## src/rtl/result_display_sequencer.sv

```systemverilog
// Walks a 4-digit multiplexed 7-segment display through a snapshot of the
// multiplier result entries, advancing on a dwell timer or on step pulses.
module result_display_sequencer #(
    parameter int REFRESH_DIV = 1000,
    parameter int DWELL_SCANS = 256,
    parameter int N_ELEM      = 4,
    localparam int IW         = $clog2(N_ELEM)
) (
    input  logic                  clkd,
    input  logic                  rst,
    input  logic [16*N_ELEM-1:0]  elem_data,
    input  logic                  load,
    input  logic                  clear,
    input  logic                  step,
    input  logic                  auto_mode,
    input  logic                  loop_en,
    input  logic                  lz_blank,
    output logic [3:0]            digit_sel,
    output logic [3:0]            nibble,
    output logic                  blank,
    output logic [IW-1:0]         elem_idx,
    output logic                  busy
);
    localparam int PW = $clog2(REFRESH_DIV);
    localparam int FW = $clog2(DWELL_SCANS + 1);

    typedef enum logic [1:0] {IDLE, SHOW, HOLD} state_t;

    state_t                     state, state_nxt;
    logic [PW-1:0]              pre;
    logic [FW-1:0]              frames;
    logic [3:0]                 dsel;
    logic [IW-1:0]              idx;
    logic [N_ELEM-1:0][15:0]    shadow;

    logic       scan, pre_tc, frame_end, last, dwell_hit, advance;
    logic [1:0] dig;
    logic [15:0] rem;

    assign scan      = (state != IDLE);
    assign pre_tc    = (pre == PW'(REFRESH_DIV - 1));
    assign frame_end = scan && pre_tc && (dsel == 4'b0111);
    assign last      = (idx == IW'(N_ELEM - 1));
    // frame counter saturates one short of the dwell so a late switch to
    // auto mode advances at the next frame boundary
    assign dwell_hit = auto_mode && frame_end && (frames >= FW'(DWELL_SCANS - 1));
    assign advance   = (state == SHOW) && !clear && !load && (step || dwell_hit);

    always_ff @(posedge clkd) begin
        if (rst) state <= IDLE;
        else     state <= state_nxt;
    end

    always_comb begin
        state_nxt = state;
        if (clear)                          state_nxt = IDLE;
        else if (load)                      state_nxt = SHOW;
        else if (advance && last && !loop_en) state_nxt = HOLD;
    end

    always_ff @(posedge clkd) begin
        if (rst) begin
            pre    <= '0;
            frames <= '0;
            dsel   <= 4'b1111;
            idx    <= '0;
            shadow <= '0;
        end else if (clear) begin
            pre    <= '0;
            frames <= '0;
            dsel   <= 4'b1111;
            idx    <= '0;
        end else if (load) begin
            shadow <= elem_data;
            pre    <= '0;
            frames <= '0;
            dsel   <= 4'b1110;
            idx    <= '0;
        end else if (scan) begin
            pre <= pre_tc ? '0 : pre + PW'(1);
            if (pre_tc) begin
                case (dsel)
                    4'b1110: dsel <= 4'b1101;
                    4'b1101: dsel <= 4'b1011;
                    4'b1011: dsel <= 4'b0111;
                    default: dsel <= 4'b1110;
                endcase
            end
            // scan phase is deliberately left running across an advance
            if (advance) begin
                frames <= '0;
                if (!last)       idx <= idx + IW'(1);
                else if (loop_en) idx <= '0;
            end else if (frame_end && (state == SHOW) && (frames < FW'(DWELL_SCANS - 1))) begin
                frames <= frames + FW'(1);
            end
        end
    end

    always_comb begin
        case (dsel)
            4'b1101: dig = 2'd1;
            4'b1011: dig = 2'd2;
            4'b0111: dig = 2'd3;
            default: dig = 2'd0;
        endcase
    end

    // rem holds nibbles dig..3, so it is zero exactly when this digit is a leading zero
    assign rem       = shadow[idx] >> {dig, 2'b00};
    assign nibble    = scan ? rem[3:0] : 4'h0;
    assign blank     = !scan || (lz_blank && (dig != 2'd0) && (rem == 16'h0));
    assign digit_sel = dsel;
    assign elem_idx  = idx;
    assign busy      = scan;
endmodule

```

## config.mk

```make
export PLATFORM = sky130hd
export DESIGN_NAME = result_display_sequencer
export DESIGN_NICKNAME = d
export VERILOG_FILES = /design/src/rtl/result_display_sequencer.sv
export SDC_FILE = /design/constraint.sdc
export NUM_CORES = 1
export LEC_CHECK = 0
export BUFFER_PORTS_ARGS = -buffer_cell sky130_fd_sc_hd__buf_2
export CORE_AREA = 2 2 118 120
export DETAILED_ROUTE_END_ITERATION = 10
export DIE_AREA = 0 0 120 122
export GPL_TIMING_DRIVEN = 1
export PLACE_DENSITY = 0.51
export SYNTH_ARGS = -nofsm -noshare
export SYNTH_HDL_FRONTEND = slang
export SYNTH_SLANG_ARGS = --single-unit
export TNS_END_PERCENT = 100
```

## constraint.sdc

```tcl
create_clock -name clkd -period 2.9 [get_ports clkd]
set_input_delay 0 -clock clkd [delete_from_list [all_inputs] [get_ports clkd]]
set_output_delay 0 -clock clkd [all_outputs]
set_load 0.02 [all_outputs]
```

# Word level (Yosys, flattened, before mapping)
# Index checks and enable logic that the tools add are counted.
# word_totals
output_inout_bits	12
input_bits	72
ff_bits	91
elab_cells	75
# op_classes
n_bitwise	1
n_shift	1
n_reduce_logical	33
n_mux	15
eq_ne	8
n_addsub	3
magnitude_cmp	3
# ops
op	n
binary-select mux 16 bit (select 2 bit)	1
two-way mux 9 bit	2
logical NOT 16 bit	1
two-way mux 16 bit	1
right shift 16 x 4 -> 16 bit	1
logical AND 1 bit	13
== test 4 bit (second input constant)	3
one-hot mux 4 bit (3 select lines)	1
nonzero test 2 bit	6
adder 10 x 1 -> 10 bit (second input constant)	1
== test 10 bit (second input constant)	1
two-way mux 10 bit	1
adder 9 x 1 -> 9 bit (second input constant)	1
greater-or-equal comparator 9 x 8 -> 1 bit (second input constant)	1
< comparator 9 x 8 -> 1 bit (second input constant)	1
AND reduction 2 bit	4
one-hot mux 2 bit (3 select lines)	1
two-way mux 1 bit	5
== test 4 x 3 -> 1 bit (second input constant)	1
logical NOT 1 bit	4
two-way mux 2 bit	2
two-way mux 4 bit	1
< comparator 2 x 3 -> 1 bit (second input constant)	1
AND reduction 3 bit	1
8 further kinds	9

# Depth between registers and ports, before layout
# Gate-level depths: netlist of the first run.
# logic_depth
word_depth	11
mapped_depth	7
depth_no_buf	7

# Worst setup path before layout of the first run
# OpenSTA, ideal clock, no wires.
# synth_timing
kind	register to output
startpoint	reg idx[1] (netlist: elem_idx[1])
endpoint	out blank
path_buffers	2
path_stages_with_launch	8
t_arrival_ns	2.517
t_required_ns	2.900
setup_slack_ns	0.383
cell_sequence	dfxtp_1 -> clkbuf_1 -> clkbuf_1 -> mux4_2 -> nor4_2 -> a21oi_1 -> or3b_1 -> o31ai_2
# synth_between
elab_chain_len	6
# synth_rtl
element	line	source
start: declaration	33	logic [IW-1:0] idx;
start signal: assignment	92	if (!last) idx <= idx + IW'(1);
binary-select mux 16 bit (select 2 bit)	110	assign rem = shadow[idx] >> {dig, 2'b00};
two-way mux 16 bit (not written as such)	110	
right shift 16 x 4 -> 16 bit	110	
logical NOT 16 bit	112	assign blank = !scan || (lz_blank && (dig != 2'd0) && (rem == 16'h0));
logical AND 1 bit	112	
logical OR 1 bit	112	
end: declaration	20	output logic blank,
# No other way between the ends. The select of a mux whose other input is x is not followed.

# Worst setup path in the final report of the first run
# layout_timing
startpoint	reg idx[0] (netlist: elem_idx[0])
endpoint	out blank
# Same word-level chain as after synthesis.

==> results of run 1 <==
## registers in the layout (all words and copies together) (netlist names)
signal     count
digit_sel      4
shadow        64
state          2
elem_idx       2
frames         9
pre           10
## power by group
group	leakage [nW]	internal [W]	switching (W)
sequential	0.742	0.00129	0.0000271
clock	0.154	0.000758	0.000488
combinational	1.29	0.000147	0.000127
## area by class of cell
cell class	count	area [um^2]
clock buffers	10	229
clock inverters	5	86.3
fillers	1357	7780
inverters	5	18.8
multi-input cells	360	2200
flip-flops and latches	91	1820
well taps	180	225
repair buffers	155	1130
## synthesized netlist by cell type, types with 4 or more instances
master	count	area share, %
buf_1	5	0.45
xor2_1	6	1.3
dfxtp_1	91	44
ha_1	4	1.2
clkbuf_1	24	2.2
or3_1	6	0.90
a21oi_1	73	8.8
mux4_1	8	5.0
o21ai_0	7	0.84
mux4_2	8	4.3
nand4_1	4	0.60
nor2_1	20	1.8
nand3_1	7	0.84
mux2i_1	6	1.4
nor2b_1	4	0.60
nor3_1	5	0.60
inv_1	5	0.45
and3_1	6	0.90
xnor2_1	8	1.7
nand2_1	145	13
## logic make-up (layout without fill, tap and decap cells)
group                    after synthesis  count (layout)  synth area share, %
buffers and inverters                 36             175                 3.81
AO/OA/AOI/OAI                        104             104                 14.1
multiplexers                          22              22                 10.8
AND/OR/NAND/NOR                      216             216                 23.5
XOR/XNOR                              14              14                 2.94
adder cells (fa/ha/maj)                4               4                 1.20
flip-flops                            91              91                 43.6
## per-stage QoR
step | setup WS [ns] | util, %
finish | 0.128 | 42.4
global route | 0.0289 | 42.4
CTS | 0.0444 | 42.3
detailed placement | 0.430 | 35.2
global placement | 0.450 | 35.2
floorplan | 0.383 | -
## layer usage
layer	part of all wire, %	vias to the layer above
met5	0	-
met4	1.9	0
met3	3.7	16
met2	50	82
met1	44	1806
li1	-	1964
## critical path, delay by kind of cell, from the launching register on
family / cells / cell delay, ns
simple gates: 1 / 0.53
compound gates: 3 / 0.60
buf+inv: 2 / 0.40
flops: 1 / 0.38
mux: 1 / 0.52
## timing repair
| item | in CTS | in global routing |
|---|---|---|
| endpoints found under the setup margin | 0 | 1 |
| hold buffers | 65 | 0 |
| gates resized for setup | 0 | 2 |
| endpoints found under the hold margin | 64 | 0 |
## worst max path at each step
stage	from	endpoint	slack, ns	depth (start not counted)
after CTS	elem_idx[1]	blank	0.04	7
after global placement	elem_idx[0]	blank	0.45	7
final	elem_idx[0]	blank	0.13	7
after global routing	elem_idx[0]	blank	0.03	7
after detailed placement	elem_idx[0]	blank	0.43	7
after floorplan	elem_idx[1]	blank	0.38	7
==> results.py, run 1 <==
metrics = {
    "drt": {
        "drt_iter0_markers": 259,
        "drt_wl_total_mm": 11.4,
        "ant_nets": 0,
        "viasPerCell": 4.80,
        "num_vias": 3868,
        "wl_per_cell_um": 14.1,
        "drc": 0,
        "firstDrtPassIters": 4,
    },
    "power_and_ir_drop": {
        "power_w": 0.00284,
        "ir_drop_mv": 0.322,
        "p_leak_nw": 2.19,
        "cellPowerDensity_nw_per_um2": 496,
    },
    "floorplan": {
        "die_x_um": 120,
        "dieArea_um2": 14600,
        "placementRows": 43,
        "ios": 84,
        "start_util_pct": 30.9,
        "core_um2": 13500,
        "die_y_um": 122,
    },
    "sta": {
        "finalCriticalPeriod_ns": 2.77,
        "rsz0062_at_grt": "no",
        "fmax_mhz": 361,
        "setup_viol": 0,
        "hold_viol_final": 0,
        "fin_tns_setup_ns": 0,
        "final.setup_skew_ns": 0.00442,
        "period_share_pct": 95.6,
        "drv_slew": 0,
        "worst-slew-pin-transition_ns": 0.765,
        "whs_ns": 0.0190,
        "maxSlewHeadroom_pct": 49.0,
    },
    "layout": {
        "nets": 698,
        "drive_above_1_share_pct": 19.5,
        "areaGrowthSynthToFinish_pct": 37.0,
        "antenna_cells": 0,
        "fin_area_um2": 5720,
        "final_cells": 806,
        "final_cell_mix": "nand2_1 (145), dfxtp_1 (89), buf_2 (83)",
        "mostFrequentLayoutCell": "nand2_1",
    },
    "cts": {
        "cts_buffer_depth": 2,
        "h-tree-depth": 3,
        "cts.sinks": 91,
        "cts_inserted_buffers": 9,
        "clockRootBuffer": "clkbuf_16",
        "postCtsSetupRepairBufs": 0,
        "clock_latency_ns": 0.34,
        "clkTransAtPathRegs_ns": 0.07,
        "cts_tree": "yes",
    },
    "yosys": {
        "avgSynthCellArea_um2": 8.57,
        "synth-edff-count": 0,
        "synthFlopType": "dfxtp_1",
        "ys.warnings.count": 0,
        "async_flop_share_pct": 0,
        "synth_fp_nets": 563,
        "syn_inst": 487,
        "ys_types": 50,
        "ys_ff_latch": 91,
        "netlist_area_um2": 4180,
        "ys_seq_area_share_pct": 43.6,
    },
    "setup_path": {
        "rr_worst_depth": 7,
        "crit_slowest_cell": "or4_1",
        "r2r-end": "digit_sel[0]",
        "worstPathMaxFanout": 17,
        "path_cells": "buf_12, mux4_2, or4_1, a21oi_1, a41oi_1, o31ai_2, buf_2",
        "critical_path_required_ns": 2.90,
        "crit_arrival_ns": 2.77,
        "cp-end-kind": "output pin",
        "critical_path_class": "flop to output pin",
        "critical_path.max_stage_delay_ns": 0.53,
        "reg2reg_slack_ns": 0.54,
        "rr_startpoint": "pre[0]",
        "startpoint_type": "flop",
    },
    "hold_path": {
        "hold_end": "shadow[26]",
        "hold_path_depth": 3,
        "hold_start": "elem_data[26]",
        "hold_class": "primary input to flop",
    },
    "global_routing": {
        "grt_antenna_before_repair": 0,
        "grt_max_degree": 67,
        "met1_usage_pct": 19.0,
        "use_met2_pct": 27.9,
        "grt_pass1_wl_mm": 18.2,
        "track_usage_pct": 15.9,
        "gr-max-usage-layer": "met2",
        "use_met3_pct": 3.79,
        "grt_pass1_vias": 3823,
        "grt.overflow.total": 0,
    },
    "placement": {
        "io_buffers": 83,
        "placed_area_um2": 4750,
        "dp_cells": 726,
        "place_congestion": 0.843,
        "hpwl_mm": 8.19,
    },
    "outcome": {
        "outcome": "complete, no violations",
    },
    "job": {
        "drv_cap": 0,
    },
}
No activity file was read; power rests on OpenSTA's default activity.
==> run 2, diff against run 1 <==
--- a/config.mk
+++ b/config.mk
@@ -10,7 +10,9 @@
 export DETAILED_ROUTE_END_ITERATION = 10
 export DIE_AREA = 0 0 120 122
 export GPL_TIMING_DRIVEN = 1
-export PLACE_DENSITY = 0.51
+export HOLD_SLACK_MARGIN = 0.12
+export PLACE_DENSITY = 0.53
+export RECOVER_POWER = 50
 export SYNTH_ARGS = -nofsm -noshare
 export SYNTH_HDL_FRONTEND = slang
 export SYNTH_SLANG_ARGS = --single-unit
==> constraint.sdc (replaced) <==
create_clock -name clkd -period 2.47 [get_ports clkd]
set_input_delay 0 -clock clkd [delete_from_list [all_inputs] [get_ports clkd]]
set_output_delay 0 -clock clkd [all_outputs]
set_load 0.02 [all_outputs]
==> run 2 against run 1 <==
Compared with the run above: the run now ends with negative setup slack left; setup slack worse by 0.30 ns; register-to-register slack worse by 0.38 ns; combinational power up 24%; wire length up 3.5%; worst hold slack better by 0.28 ns; clock power up 3%; design area up 2.7%; core utilization up 1.2 points; global-route usage up 0.60 points; cell count up 1.9%; total power up 12%; critical path type unchanged.
==> results.py, run 2 (same netlist as run 1, synthesis figures left out) <==
metrics = {
    "floorplan": {
        "start_util_pct": 30.9,
        "placementRows": 43,
        "core_um2": 13500,
        "die_y_um": 122,
        "die_x_um": 120,
        "dieArea_um2": 14600,
        "ios": 84,
    },
    "global_routing": {
        "grt.overflow.total": 0,
        "track_usage_pct": 16.5,
        "grt_pass1_wl_mm": 18.9,
        "grt_max_degree": 67,
        "grt_antenna_before_repair": 0,
        "grt_pass1_vias": 3980,
    },
    "sta": {
        "rsz0062_at_grt": "yes",
        "setup_viol": 1,
        "hold_viol_final": 0,
        "fmax_mhz": 378,
        "drv_slew": 0,
        "setup_ws_ns": -0.174,
        "final.setup_skew_ns": 0.00266,
        "period_share_pct": 107,
        "fin_tns_setup_ns": -0.174,
        "worst-slew-pin-transition_ns": 1.23,
        "maxSlewHeadroom_pct": 17.7,
        "finalCriticalPeriod_ns": 2.64,
    },
    "layout": {
        "final_cell_mix": "nand2_1 (145), dfxtp_1 (90), buf_2 (75)",
        "reg_top3": "shadow x64, pre x10, frames x9",
        "utilization_pct": 43.5,
        "drive_above_1_share_pct": 20.7,
        "areaGrowthSynthToFinish_pct": 40.7,
        "regMostFlops": "shadow",
        "nets": 712,
        "mostFrequentLayoutCell": "nand2_1",
        "largest_reg_flops": 64,
        "antenna_cells": 0,
    },
    "cts": {
        "cts_buffer_depth": 2,
        "cts_inserted_buffers": 9,
        "clkTransAtPathRegs_ns": 0.06,
        "clock_latency_ns": 0.35,
        "h-tree-depth": 3,
        "cts.sinks": 91,
        "clockRootBuffer": "clkbuf_16",
        "cts_tree": "yes",
    },
    "power_and_ir_drop": {
        "ir_drop_mv": 0.346,
        "power_w": 0.00318,
        "p_leak_nw": 2.23,
        "cellPowerDensity_nw_per_um2": 542,
    },
    "setup_path": {
        "critical_path_class": "flop to output pin",
        "crit_arrival_ns": 2.64,
        "startpoint_type": "flop",
        "reg2reg_slack_ns": 0.16,
        "path_cells": "buf_16, mux4_2, or4_4, a21oi_4, a41oi_2, o31ai_4, buf_6",
        "critical_path_required_ns": 2.47,
        "crit_slowest_cell": "or4_4",
        "critical_path.max_stage_delay_ns": 0.56,
        "cp-end-kind": "output pin",
        "worstPathMaxFanout": 6,
    },
    "drt": {
        "drt_iter0_markers": 220,
        "drc": 0,
        "wl_per_cell_um": 14.3,
        "num_vias": 3997,
        "viasPerCell": 4.87,
        "firstDrtPassIters": 5,
        "ant_nets": 0,
        "drt_wl_total_mm": 11.8,
    },
    "job": {
        "drv_cap": 0,
    },
    "placement": {
        "place_ws_ns": 0.0895,
        "place_congestion": 0.827,
        "hpwl_mm": 8.16,
        "io_buffers": 83,
    },
    "outcome": {
        "outcome": "finished with violations",
        "violations": "negative setup slack",
    },
    "hold_path": {
        "hold_class": "primary input to flop",
    },
}
==> run 2: cell count changes in the layout (fill, tap and decap cells not counted), sizes merged <==
| cell | before | now |
|---|---|---|
| clkbuf | 10 | 19 |
| dlygate4sd3 | 65 | 69 |
| buf | 90 | 92 |
| bufinv | 2 | 0 |
| clkinvlp | 0 | 2 |
| clkinv | 1 | 2 |
| inv | 7 | 6 |
==> run 2: final timing paths <==
| check | depth (start not counted) | start | to |
|---|---|---|---|
| worst min-delay path | 5 | step | elem_idx[1] |
| worst max register to register | 6 | pre[3] | digit_sel[0] |
| worst max-delay path | 7 | elem_idx[0] | blank |
| worst min register to register | 2 | shadow[47] | shadow[47] |
==> run 2: per-layer routing <==
layer | vias up | track usage, % | wire length (um)
li1 | 1998 | - | -
met1 | 1882 | 19.4 | 5100
met2 | 93 | 29.2 | 5900
met3 | 24 | 3.23 | 425
met4 | 0 | 7.43 | 331
met5 | - | 0 | 0
==> run 2: cell type report <==
type,count,area (um^2)
fillers,1337,7630
multi-input cells,360,2250
flip-flops and latches,91,1830
repair buffers,169,1270
clock buffers,11,243
well taps,180,225
clock inverters,5,37.5
inverters,5,18.8
==> run 2: metrics by stage <==
| step | hold slack [ns] | cells | area, um^2 |
|---|---|---|---|
| floorplan | 0.0998 | 487 | 4180 |
| global placement | 0.243 | 729 | 4790 |
| detailed placement | 0.245 | 729 | 4790 |
| CTS | 0.262 | 820 | 5860 |
| global route | 0.334 | 821 | 5880 |
| finish | 0.299 | 821 | 5880 |
==> run 2: timing repair <==
item,4_1_cts,5_1_grt
gates cloned,1,0
endpoints found under the hold margin,74,0
setup endpoints to repair,1,2
resized for setup,12,4
setup buffers,5,1
pin swaps,4,2
hold buffers,69,0
==> run 2: report_power, final <==
group	total (W)	internal [W]	switching (W)
clock	0.00129	0.000713	0.000580
combinational	0.000340	0.000185	0.000155
sequential	0.00155	0.00152	0.0000340
==> run 2: worst max-delay path: cells and delay by family (launching register included) <==
family,cells,cell delay (ns)
muxes,1,0.51
DFF,1,0.38
AOI/OAI and AO/OA,3,0.57
and+or+nand+nor,1,0.56
buffers and inverters,2,0.28
